`src/rtl/seg_pkg.sv`:
```
// Shared constants and types for the 7-segment scan-bus decoder.
// Segment patterns are active-low, bit0 = a ... bit6 = g.
package seg_pkg;

  localparam logic [6:0] SEG_0 = 7'h40;
  localparam logic [6:0] SEG_1 = 7'h79;
  localparam logic [6:0] SEG_2 = 7'h24;
  localparam logic [6:0] SEG_3 = 7'h30;
  localparam logic [6:0] SEG_4 = 7'h19;
  localparam logic [6:0] SEG_5 = 7'h12;
  localparam logic [6:0] SEG_6 = 7'h02;
  localparam logic [6:0] SEG_7 = 7'h78;
  localparam logic [6:0] SEG_8 = 7'h00;
  localparam logic [6:0] SEG_9 = 7'h10;
  localparam logic [6:0] SEG_A = 7'h08;
  localparam logic [6:0] SEG_B = 7'h03;
  localparam logic [6:0] SEG_C = 7'h46;
  localparam logic [6:0] SEG_D = 7'h21;
  localparam logic [6:0] SEG_E = 7'h06;
  localparam logic [6:0] SEG_F = 7'h0E;
  localparam logic [6:0] SEG_BLANK = 7'h7F;

  localparam logic [3:0] WELA_D1 = 4'b1110;
  localparam logic [3:0] WELA_D2 = 4'b1101;
  localparam logic [3:0] WELA_D3 = 4'b1011;
  localparam logic [3:0] WELA_D4 = 4'b0111;

  typedef logic [1:0] digit_idx_t;

  typedef enum logic [1:0] {
    ST_IDLE,
    ST_SETTLING,
    ST_HELD
  } phase_state_t;

  // Exactly one enable low means three bits high.
  function automatic logic wela_legal(input logic [3:0] w);
    return $countones(w) == 3;
  endfunction

  function automatic digit_idx_t wela_index(input logic [3:0] w);
    case (w)
      WELA_D2: return 2'd1;
      WELA_D3: return 2'd2;
      WELA_D4: return 2'd3;
      default: return 2'd0;
    endcase
  endfunction

endpackage

```
`src/rtl/seg_decode.sv`:
```
// Combinational 7-segment pattern to hex nibble decoder.
// Anything outside the 16 glyphs (blank included) reports valid = 0.
module seg_decode
  import seg_pkg::*;
(
  input  logic [6:0] pattern,
  output logic       valid,
  output logic [3:0] nibble
);

  always_comb begin
    valid  = 1'b1;
    nibble = 4'h0;
    case (pattern)
      SEG_0:   nibble = 4'h0;
      SEG_1:   nibble = 4'h1;
      SEG_2:   nibble = 4'h2;
      SEG_3:   nibble = 4'h3;
      SEG_4:   nibble = 4'h4;
      SEG_5:   nibble = 4'h5;
      SEG_6:   nibble = 4'h6;
      SEG_7:   nibble = 4'h7;
      SEG_8:   nibble = 4'h8;
      SEG_9:   nibble = 4'h9;
      SEG_A:   nibble = 4'hA;
      SEG_B:   nibble = 4'hB;
      SEG_C:   nibble = 4'hC;
      SEG_D:   nibble = 4'hD;
      SEG_E:   nibble = 4'hE;
      SEG_F:   nibble = 4'hF;
      default: valid  = 1'b0;
    endcase
  end

endmodule

```
`src/rtl/seg_to_bin.sv`:
```
// Recovers the four hex digits shown on a multiplexed active-low 7-segment bus
// and publishes them as a coherent frame with a one-cycle strobe.
//
// state       | meaning
// ST_IDLE     | synchronised wela is not a legal one-hot enable
// ST_SETTLING | legal digit phase, stability count still below SETTLE
// ST_HELD     | digit captured this phase; wait for the sample to change
module seg_to_bin
  import seg_pkg::*;
#(
  parameter int unsigned SETTLE = 1
) (
  input  logic       clk,
  input  logic       rst_n,
  input  logic [6:0] seg,
  input  logic [3:0] wela,
  output logic [3:0] out1,
  output logic [3:0] out2,
  output logic [3:0] out3,
  output logic [3:0] out4,
  output logic       frame_valid,
  output logic       code_err
);

  localparam logic [7:0] SETTLE_C = 8'(SETTLE);

  logic [10:0]      sync_a;
  logic [10:0]      sync_b;
  logic [7:0]       cnt;
  logic [7:0]       cnt_next;
  phase_state_t     state;
  logic [3:0]       mask;
  logic [3:0]       mask_next;
  logic [3:0][3:0]  shadow;
  logic [3:0][3:0]  shadow_next;
  logic [3:0][3:0]  frame;
  logic             dec_valid;
  logic [3:0]       dec_nibble;
  logic             changed;
  logic             capture;
  digit_idx_t       idx;

  seg_decode u_decode (
    .pattern (sync_b[6:0]),
    .valid   (dec_valid),
    .nibble  (dec_nibble)
  );

  // sync_a holds the sample sync_b is about to take, so a mismatch means the
  // next cycle starts a new phase with a count of 1.
  always_comb begin
    changed     = (sync_a != sync_b);
    capture     = (state == ST_SETTLING) && (cnt >= SETTLE_C);
    idx         = wela_index(sync_b[10:7]);
    shadow_next = shadow;
    shadow_next[idx] = dec_nibble;
    mask_next   = mask | (4'b0001 << idx);
    if (changed)
      cnt_next = 8'd1;
    else if (cnt < SETTLE_C)
      cnt_next = cnt + 8'd1;
    else
      cnt_next = cnt;
  end

  always_ff @(posedge clk or negedge rst_n) begin
    if (!rst_n) begin
      sync_a      <= '0;
      sync_b      <= '0;
      cnt         <= '0;
      state       <= ST_IDLE;
      mask        <= '0;
      shadow      <= '0;
      frame       <= '0;
      frame_valid <= 1'b0;
      code_err    <= 1'b0;
    end else begin
      sync_a      <= {wela, seg};
      sync_b      <= sync_a;
      cnt         <= cnt_next;
      frame_valid <= 1'b0;
      code_err    <= 1'b0;

      if (capture) begin
        if (dec_valid) begin
          shadow <= shadow_next;
          if (mask_next == 4'hF) begin
            frame       <= shadow_next;
            frame_valid <= 1'b1;
            mask        <= '0;
          end else begin
            mask <= mask_next;
          end
        end else begin
          code_err <= 1'b1;
          mask     <= '0;
        end
      end

      if (changed)
        state <= wela_legal(sync_a[10:7]) ? ST_SETTLING : ST_IDLE;
      else if (capture)
        state <= ST_HELD;
    end
  end

  assign out1 = frame[0];
  assign out2 = frame[1];
  assign out3 = frame[2];
  assign out4 = frame[3];

endmodule

```
`config.mk`:
```
export PLATFORM = sky130hd
export DESIGN_NAME = seg_to_bin
export DESIGN_NICKNAME = d
export VERILOG_FILES = /design/src/rtl/seg_pkg.sv /design/src/rtl/seg_decode.sv /design/src/rtl/seg_to_bin.sv
export SDC_FILE = /design/constraint.sdc
export NUM_CORES = 1
export LEC_CHECK = 0
export ABC_AREA = 1
export ABC_CLOCK_PERIOD_IN_PS = 2000
export BUFFER_PORTS_ARGS = -buffer_cell sky130_fd_sc_hd__buf_2
export CORE_UTILIZATION = 61
export CTS_BUF_LIST = sky130_fd_sc_hd__clkbuf_2 sky130_fd_sc_hd__clkbuf_4 sky130_fd_sc_hd__clkbuf_8
export DETAILED_ROUTE_END_ITERATION = 10
export PLACE_DENSITY = 0.82
export SYNTH_ARGS = -nofsm -noshare
export SYNTH_HDL_FRONTEND = slang
export SYNTH_SLANG_ARGS = --single-unit
export TNS_END_PERCENT = 30
```
`constraint.sdc`:
```
create_clock -name clk -period 2 [get_ports clk]
set_input_delay 0.6 -clock clk [delete_from_list [all_inputs] [get_ports clk]]
set_output_delay 0.6 -clock clk [all_outputs]
set_load 0.02 [all_outputs]
```
==> results.json, run 1 <==
{
  "status": "finished clean",
  "worst-path-buf-inv": 2,
  "initial_core_util_pct": 64.76,
  "r2r_start": "sync_b[5]$_DFF_PN0_",
  "p_leak_uw": 0.002234,
  "synth_flop_cell": "dfrtp_1",
  "crit_path_start": "sync_b[5]$_DFF_PN0_",
  "cts_hold_buf": 0,
  "grt_pass1_wl_mm": 12.91,
  "worstPathRequired_ps": 2220,
  "gr-total-overflow": 0,
  "finish.net_count": 494,
  "drive_gt1_share_pct": 16.49,
  "r2r_end": "shadow[9]$_DFFE_PN0P_",
  "cts.sinks": 70,
  "clockBufferDepth": 2,
  "synth.distinct_cells": 28,
  "max_slew_margin_pct": 69.41,
  "avgSynthCellArea_sq_um": 7.852,
  "core_area_sq_um": 5238,
  "hp-class": "in -> async",
  "total_power_uw": 2820,
  "mappedNetlistArea_sq_um": 3392,
  "path_cells": "nor2_1 > nand2_1 > inv_2 > nand2_1 > nand2_1 > nor2_1 > nand2_1 > nor2_4 > nor2_4 > buf_12 > nand2_1 > nand2_1",
  "fin_skew_ps": 7.101,
  "dr.first_iter.drc_count": 313,
  "cts_buffers": 9,
  "place_congestion": 0.9913,
  "vias": 2984,
  "r2r_slack_ps": 120,
  "fmaxAchievable_ghz": 0.5318,
  "arrival_ps": 2100,
  "power_density_nw_per_um2": 724.3,
  "syn-num-nets": 451,
  "portBuffers": 30,
  "synth-seq-cells": 70,
  "cts.clk_slew.worst_paths_ps": 70,
  "min_period_ps": 1880,
  "grt_pass1_vias": 2861,
  "dr.pass1.iters": 5,
  "cp-start-kind": "flip-flop",
  "ir_drop_uv": 692.8,
  "synth-edff-count": 0,
  "dieArea_sq_um": 5863,
  "htreeDepth": 3,
  "wl_mm": 7.681,
  "hpwl_mm": 5.112,
  "met3_usage_pct": 5.988,
  "num_rows": 26,
  "final_hold_viol_count": 0,
  "top_usage_layer": "met2",
  "setup_violations": 0,
  "clock_latency_ps": 340,
  "cpMaxStageDelayCell": "dfrtp_1",
  "crit_path_max_incr_delay_ps": 510,
  "crit_fanout": 16,
  "root_buffer": "clkbuf_8",
  "tightestPinTransition_ps": 458.8,
  "die_h_um": 76.57,
  "ios": 31,
  "ys_warn_count": 0,
  "grtUsageMet1_pct": 36.46,
  "cap_violations": 0,
  "finalInstanceArea_sq_um": 3894,
  "r2r_cells": 12,
  "crit_family": "simple AND/OR/NAND/NOR gates",
  "placed_cell_area_sq_um": 3626,
  "synthArstFlopShare_pct": 100.0,
  "yosysSeqAreaShare_pct": 51.64,
  "vias_per_cell": 5.435,
  "crit_type": "reg -> reg",
  "grtUsageMet2_pct": 48.56,
  "drc": 0,
  "fin_crit_sh_pct": 94.01,
  "holdWs_ps": 206.3,
  "final_max_slew_viol_count": 0,
  "routedWlPerCell_um": 13.99,
  "grt_max_degree": 32,
  "crit_path_end_kind": "flip-flop",
  "netlist_instances": 432,
  "grt.total_usage_pct": 28.52,
  "syn2layout_area_growth_pct": 14.79,
  "chipWidth_um": 76.57,
  "antenna_found_initial": 0,
  "crit_top_cell": "nand2_1",
  "postRouteAntennaNets": 0,
  "cts_tree": "built",
  "insertedDiodeCount": 0
}
==> cell usage after synthesis, drive strengths merged (3+ instances only) <==
master	instances	area (sq um)
nand4	4	25.02
clkinv	3	16.27
buf	10	73.81
nand3	33	182.7
a21oi	4	20.02
inv	34	127.6
xnor2	3	26.28
nand2	191	724.4
xor2	7	61.31
dfrtp	70	1752
o22ai	4	25.02
nor2	58	237.7
ha	5	62.56
==> power by group <==
part	switching (uW)	internal, uW
Clock	486	552
Sequential	45.2	1460
Combinational	181	91.9
Total	712	2110
==> per-layer routing <==
layer	vias to the layer above	wire [um]
li1	1408	-
met1	1447	3249
met2	114	3868
met3	15	449
met4	0	114
met5	-	0
==> through the flow <==
step	instances	setup TNS, ps	setup slack, ps	util, %
2_1_floorplan	432	0	315.7	-
3_3_place_gp	528	0	3.806	69.23
3_5_place_dp	528	-69.17	-18.59	69.23
4_1_cts	544	0	41.02	72.96
5_1_grt	549	-60.04	-17.47	74.34
6_report	549	0	119.7	74.34
==> layout by cell type, fill, tap and decap left out, drive strengths merged <==
master / count
nand3: 33
xor2: 7
inv: 34
xnor2: 3
o21ai: 1
nand2: 191
nand3b: 1
a21oi: 4
or2: 1
nor2: 60
clkbuf: 14
clkinv: 4
nor3: 1
nand2b: 1
ha: 5
fa: 1
o22ai: 4
dfrtp: 70
nand4: 4
buf: 40
==> cells by family (layout without fill, tap and decap cells) <==
family                     count (synthesis)  after routing  synth area share, %
and+or+nand+nor                          290            292                35.45
xor gates and xnor gates                  10             10                2.582
buffers and inverters                     47             92                6.418
adders and majority gates                  6              6                2.435
AOI/OAI and AO/OA                          9              9                1.475
DFF                                       70             70                51.64
==> layout make-up <==
cell class,count,area [sq um]
Timing Repair Buffer,40,266.5
Clock inverter,1,5.005
Sequential cell,70,1754
Fill cell,403,1344
Clock buffer,14,173.9
Inverter,37,143.9
Multi-Input combinational cell,317,1463
Tap cell,70,87.58
==> worst max path at each step <==
| stage | to | depth (start not counted) | slack, ps |
|---|---|---|---|
| 6_report | shadow[9]$_DFFE_PN0P_ | 12 | 120 |
| 2_1_floorplan | mask[0]$_DFFE_PN0P_ | 10 | 320 |
| 3_3_place_gp | out1[1]$_DFFE_PN0P_ | 9 | 4 |
| 3_5_place_dp | out3[1]$_DFFE_PN0P_ | 9 | -20 |
| 4_1_cts | shadow[9]$_DFFE_PN0P_ | 11 | 40 |
| 5_1_grt | shadow[9]$_DFFE_PN0P_ | 12 | -20 |
==> repair_timing <==
action / CTS / global route
setup buffers: 0 / 4
gates resized for setup: 2 / 7
gates cloned: 1 / 1
endpoints found under the setup margin: 27 / 36
pin swaps: 1 / 3
==> flip-flops by register name, summed over array words and instances (netlist names) <==
signal,cells
shadow,16
sync_a,11
sync_b,11
cnt,8
mask,4
out1,4
out2,4
out3,4
out4,4
state,2
code_err,1
frame_valid,1
Note: power is estimated with default switching activity, not from simulation.
==> run 2: changes to the inputs <==
--- a/config.mk
+++ b/config.mk
@@ -8,10 +8,14 @@
 export ABC_AREA = 1
 export ABC_CLOCK_PERIOD_IN_PS = 2000
 export BUFFER_PORTS_ARGS = -buffer_cell sky130_fd_sc_hd__buf_2
-export CORE_UTILIZATION = 61
+export CELL_PAD_IN_SITES_DETAIL_PLACEMENT = 1
+export CELL_PAD_IN_SITES_GLOBAL_PLACEMENT = 2
+export CORE_MARGIN = 1
+export CORE_UTILIZATION = 36
 export CTS_BUF_LIST = sky130_fd_sc_hd__clkbuf_2 sky130_fd_sc_hd__clkbuf_4 sky130_fd_sc_hd__clkbuf_8
 export DETAILED_ROUTE_END_ITERATION = 10
-export PLACE_DENSITY = 0.82
+export PLACE_DENSITY_LB_ADDON = 0.1
+export RECOVER_POWER = 100
 export SYNTH_ARGS = -nofsm -noshare
 export SYNTH_HDL_FRONTEND = slang
 export SYNTH_SLANG_ARGS = --single-unit
==> results.json, run 2 (synthesis gave the netlist of run 1 again) <==
{
  "largest_reg_flops": 16,
  "insertedDiodeCount": 0,
  "crit_path_max_incr_delay_ps": 460,
  "vias_per_cell": 4.720,
  "status": "finished clean",
  "p_leak_uw": 0.002259,
  "grt_max_degree": 71,
  "gr-total-overflow": 0,
  "top_regs": "shadow (16), sync_a (11), sync_b (11)",
  "num_rows": 35,
  "syn2layout_area_growth_pct": 21.43,
  "postRouteAntennaNets": 0,
  "hpwl_mm": 5.978,
  "fmaxAchievable_ghz": 0.5505,
  "die_h_um": 99.07,
  "finalSetupTns_ps": 0,
  "grt_pass1_vias": 3025,
  "place_congestion": 0.8025,
  "dieArea_sq_um": 9815,
  "finalInstanceArea_sq_um": 4119,
  "rsz0062_at_grt": "no",
  "root_buffer": "clkbuf_8",
  "htreeDepth": 3,
  "cts_tree": "built",
  "path_cells": "nor2_4 > nand2_1 > buf_4 > nor2_2 > nor2_1 > nand2_1 > nor2_1 > nand2_2 > nand2_1 > buf_4 > nand2_1 > nand2_1",
  "final_max_slew_viol_count": 0,
  "fin_skew_ps": 8.537,
  "core_area_sq_um": 9196,
  "final_hold_viol_count": 0,
  "routedWlPerCell_um": 14.15,
  "combPwrFrac_pct": 9.4,
  "highest_layer": "met4",
  "fin_crit_sh_pct": 90.82,
  "met2_length_mm": 4.074,
  "clock_latency_ps": 350,
  "grt.total_usage_pct": 19.42,
  "cpMaxStageDelayCell": "dfrtp_2",
  "p_sw_share_pct": 24.80,
  "n_fill_cell": 1151,
  "tightestPinTransition_ps": 985.1,
  "final_core_util_pct": 44.79,
  "dr.pass1.iters": 4,
  "placed_cell_area_sq_um": 3770,
  "setup_violations": 0,
  "fin_ws_ps": 183.5,
  "clockBufferDepth": 2,
  "multi_input_area_sq_um": 1474,
  "clockPowerShare_pct": 41.9,
  "grt_pass1_wl_mm": 14.58,
  "finish.net_count": 514,
  "regArea_sq_um": 1759,
  "pwr-share-seq_pct": 48.7,
  "initial_core_util_pct": 36.88,
  "chipWidth_um": 99.07,
  "crit_path_end_kind": "flip-flop",
  "max_slew_margin_pct": 34.33,
  "antenna_found_initial": 0,
  "wl_mm": 8.643,
  "vias": 2884,
  "drc": 0,
  "wl_met1_mm": 4.309,
  "drive_gt1_share_pct": 17.40,
  "met3WireLength_um": 151,
  "crit_fanout": 8,
  "power_density_nw_per_um2": 751.7,
  "portBuffers": 30,
  "regMostFlops": "shadow",
  "arrival_ps": 2060,
  "dr.first_iter.drc_count": 57,
  "layout_commonest_cell": "nand2_1",
  "switching_power_uw": 767.8,
  "worstPathRequired_ps": 2240,
  "place_ws_ps": -196.9,
  "cts.clk_slew.worst_paths_ps": 70,
  "crit_type": "reg -> reg",
  "cts_buffers": 9,
  "ir_drop_uv": 288.3,
  "cp-start-kind": "flip-flop",
  "cts.sinks": 70,
  "cap_violations": 0,
  "crit_top_cell": "nand2_1",
  "internal_power_uw": 2328,
  "ios": 31,
  "most-common-layout-cells": "nand2_1 (188), dfrtp_1 (64), nor2_1 (50)",
  "min_period_ps": 1816,
  "hp-class": "in -> reg"
}
[run 2: per-stage QoR]
stage                     hold slack [ps]  cells  total power, uW
after floorplan                     304.4    432             1682
after global placement              378.2    583             1786
after detailed placement            381.5    583             1795
after CTS                           274.3    600             3125
after global routing                336.0    611             3241
final                               358.0    611             3096
[run 2: power by group through the flow]
stage	logic (uW)	registers (uW)	clock network, uW
6_report	290	1510	1300
5_1_grt	329	1520	1400
4_1_cts	272	1510	1350
3_5_place_dp	262	1530	0
3_3_place_gp	256	1530	0
2_1_floorplan	159	1520	0
[run 2: cell type report]
class	count	share of cell area (%)
flip-flops and latches	70	42.71
well taps	111	3.372
multi-input cells	317	35.78
repair buffers	60	9.174
clock inverters	4	1.701
inverters	37	3.554
clock buffers	12	3.706
[run 2: final timing paths]
check	start	end	slack [ps]	depth (start not counted)
min in group asynchronous	rst_n	sync_b[1]$_DFF_PN0_	490	2
min reg2reg	sync_a[6]$_DFF_PN0_	sync_b[6]$_DFF_PN0_	390	0
max in group asynchronous	rst_n	sync_b[4]$_DFF_PN0_	810	2
min	wela[1]	sync_a[8]$_DFF_PN0_	360	1
max reg2reg	sync_b[0]$_DFF_PN0_	shadow[12]$_DFFE_PN0P_	180	12
max	sync_b[0]$_DFF_PN0_	shadow[12]$_DFFE_PN0P_	180	12
[run 2: repair_timing]
item / 4_1_cts / 5_1_grt
resized for setup: 3 / 14
hold buffers: 0 / 0
hold endpoints to repair: 0 / 0
pin swaps: 1 / 6
buffers inserted: 0 / 10
endpoints found under the setup margin: 32 / 37
cloned: 1 / 1
[run 2: routing by layer]
| metal | up-vias | global-route usage, % |
|---|---|---|
| li1 | 1456 | - |
| met1 | 1402 | 25.26 |
| met2 | 19 | 32.54 |
| met3 | 7 | 3.404 |
| met4 | 0 | 7.127 |
| met5 | - | 0 |
[run 2: critical path, delay by kind of cell, from the launching register on]
family | cells | cell delay [ps]
buf+inv | 2 | 330
flops | 1 | 460
simple gates | 10 | 910
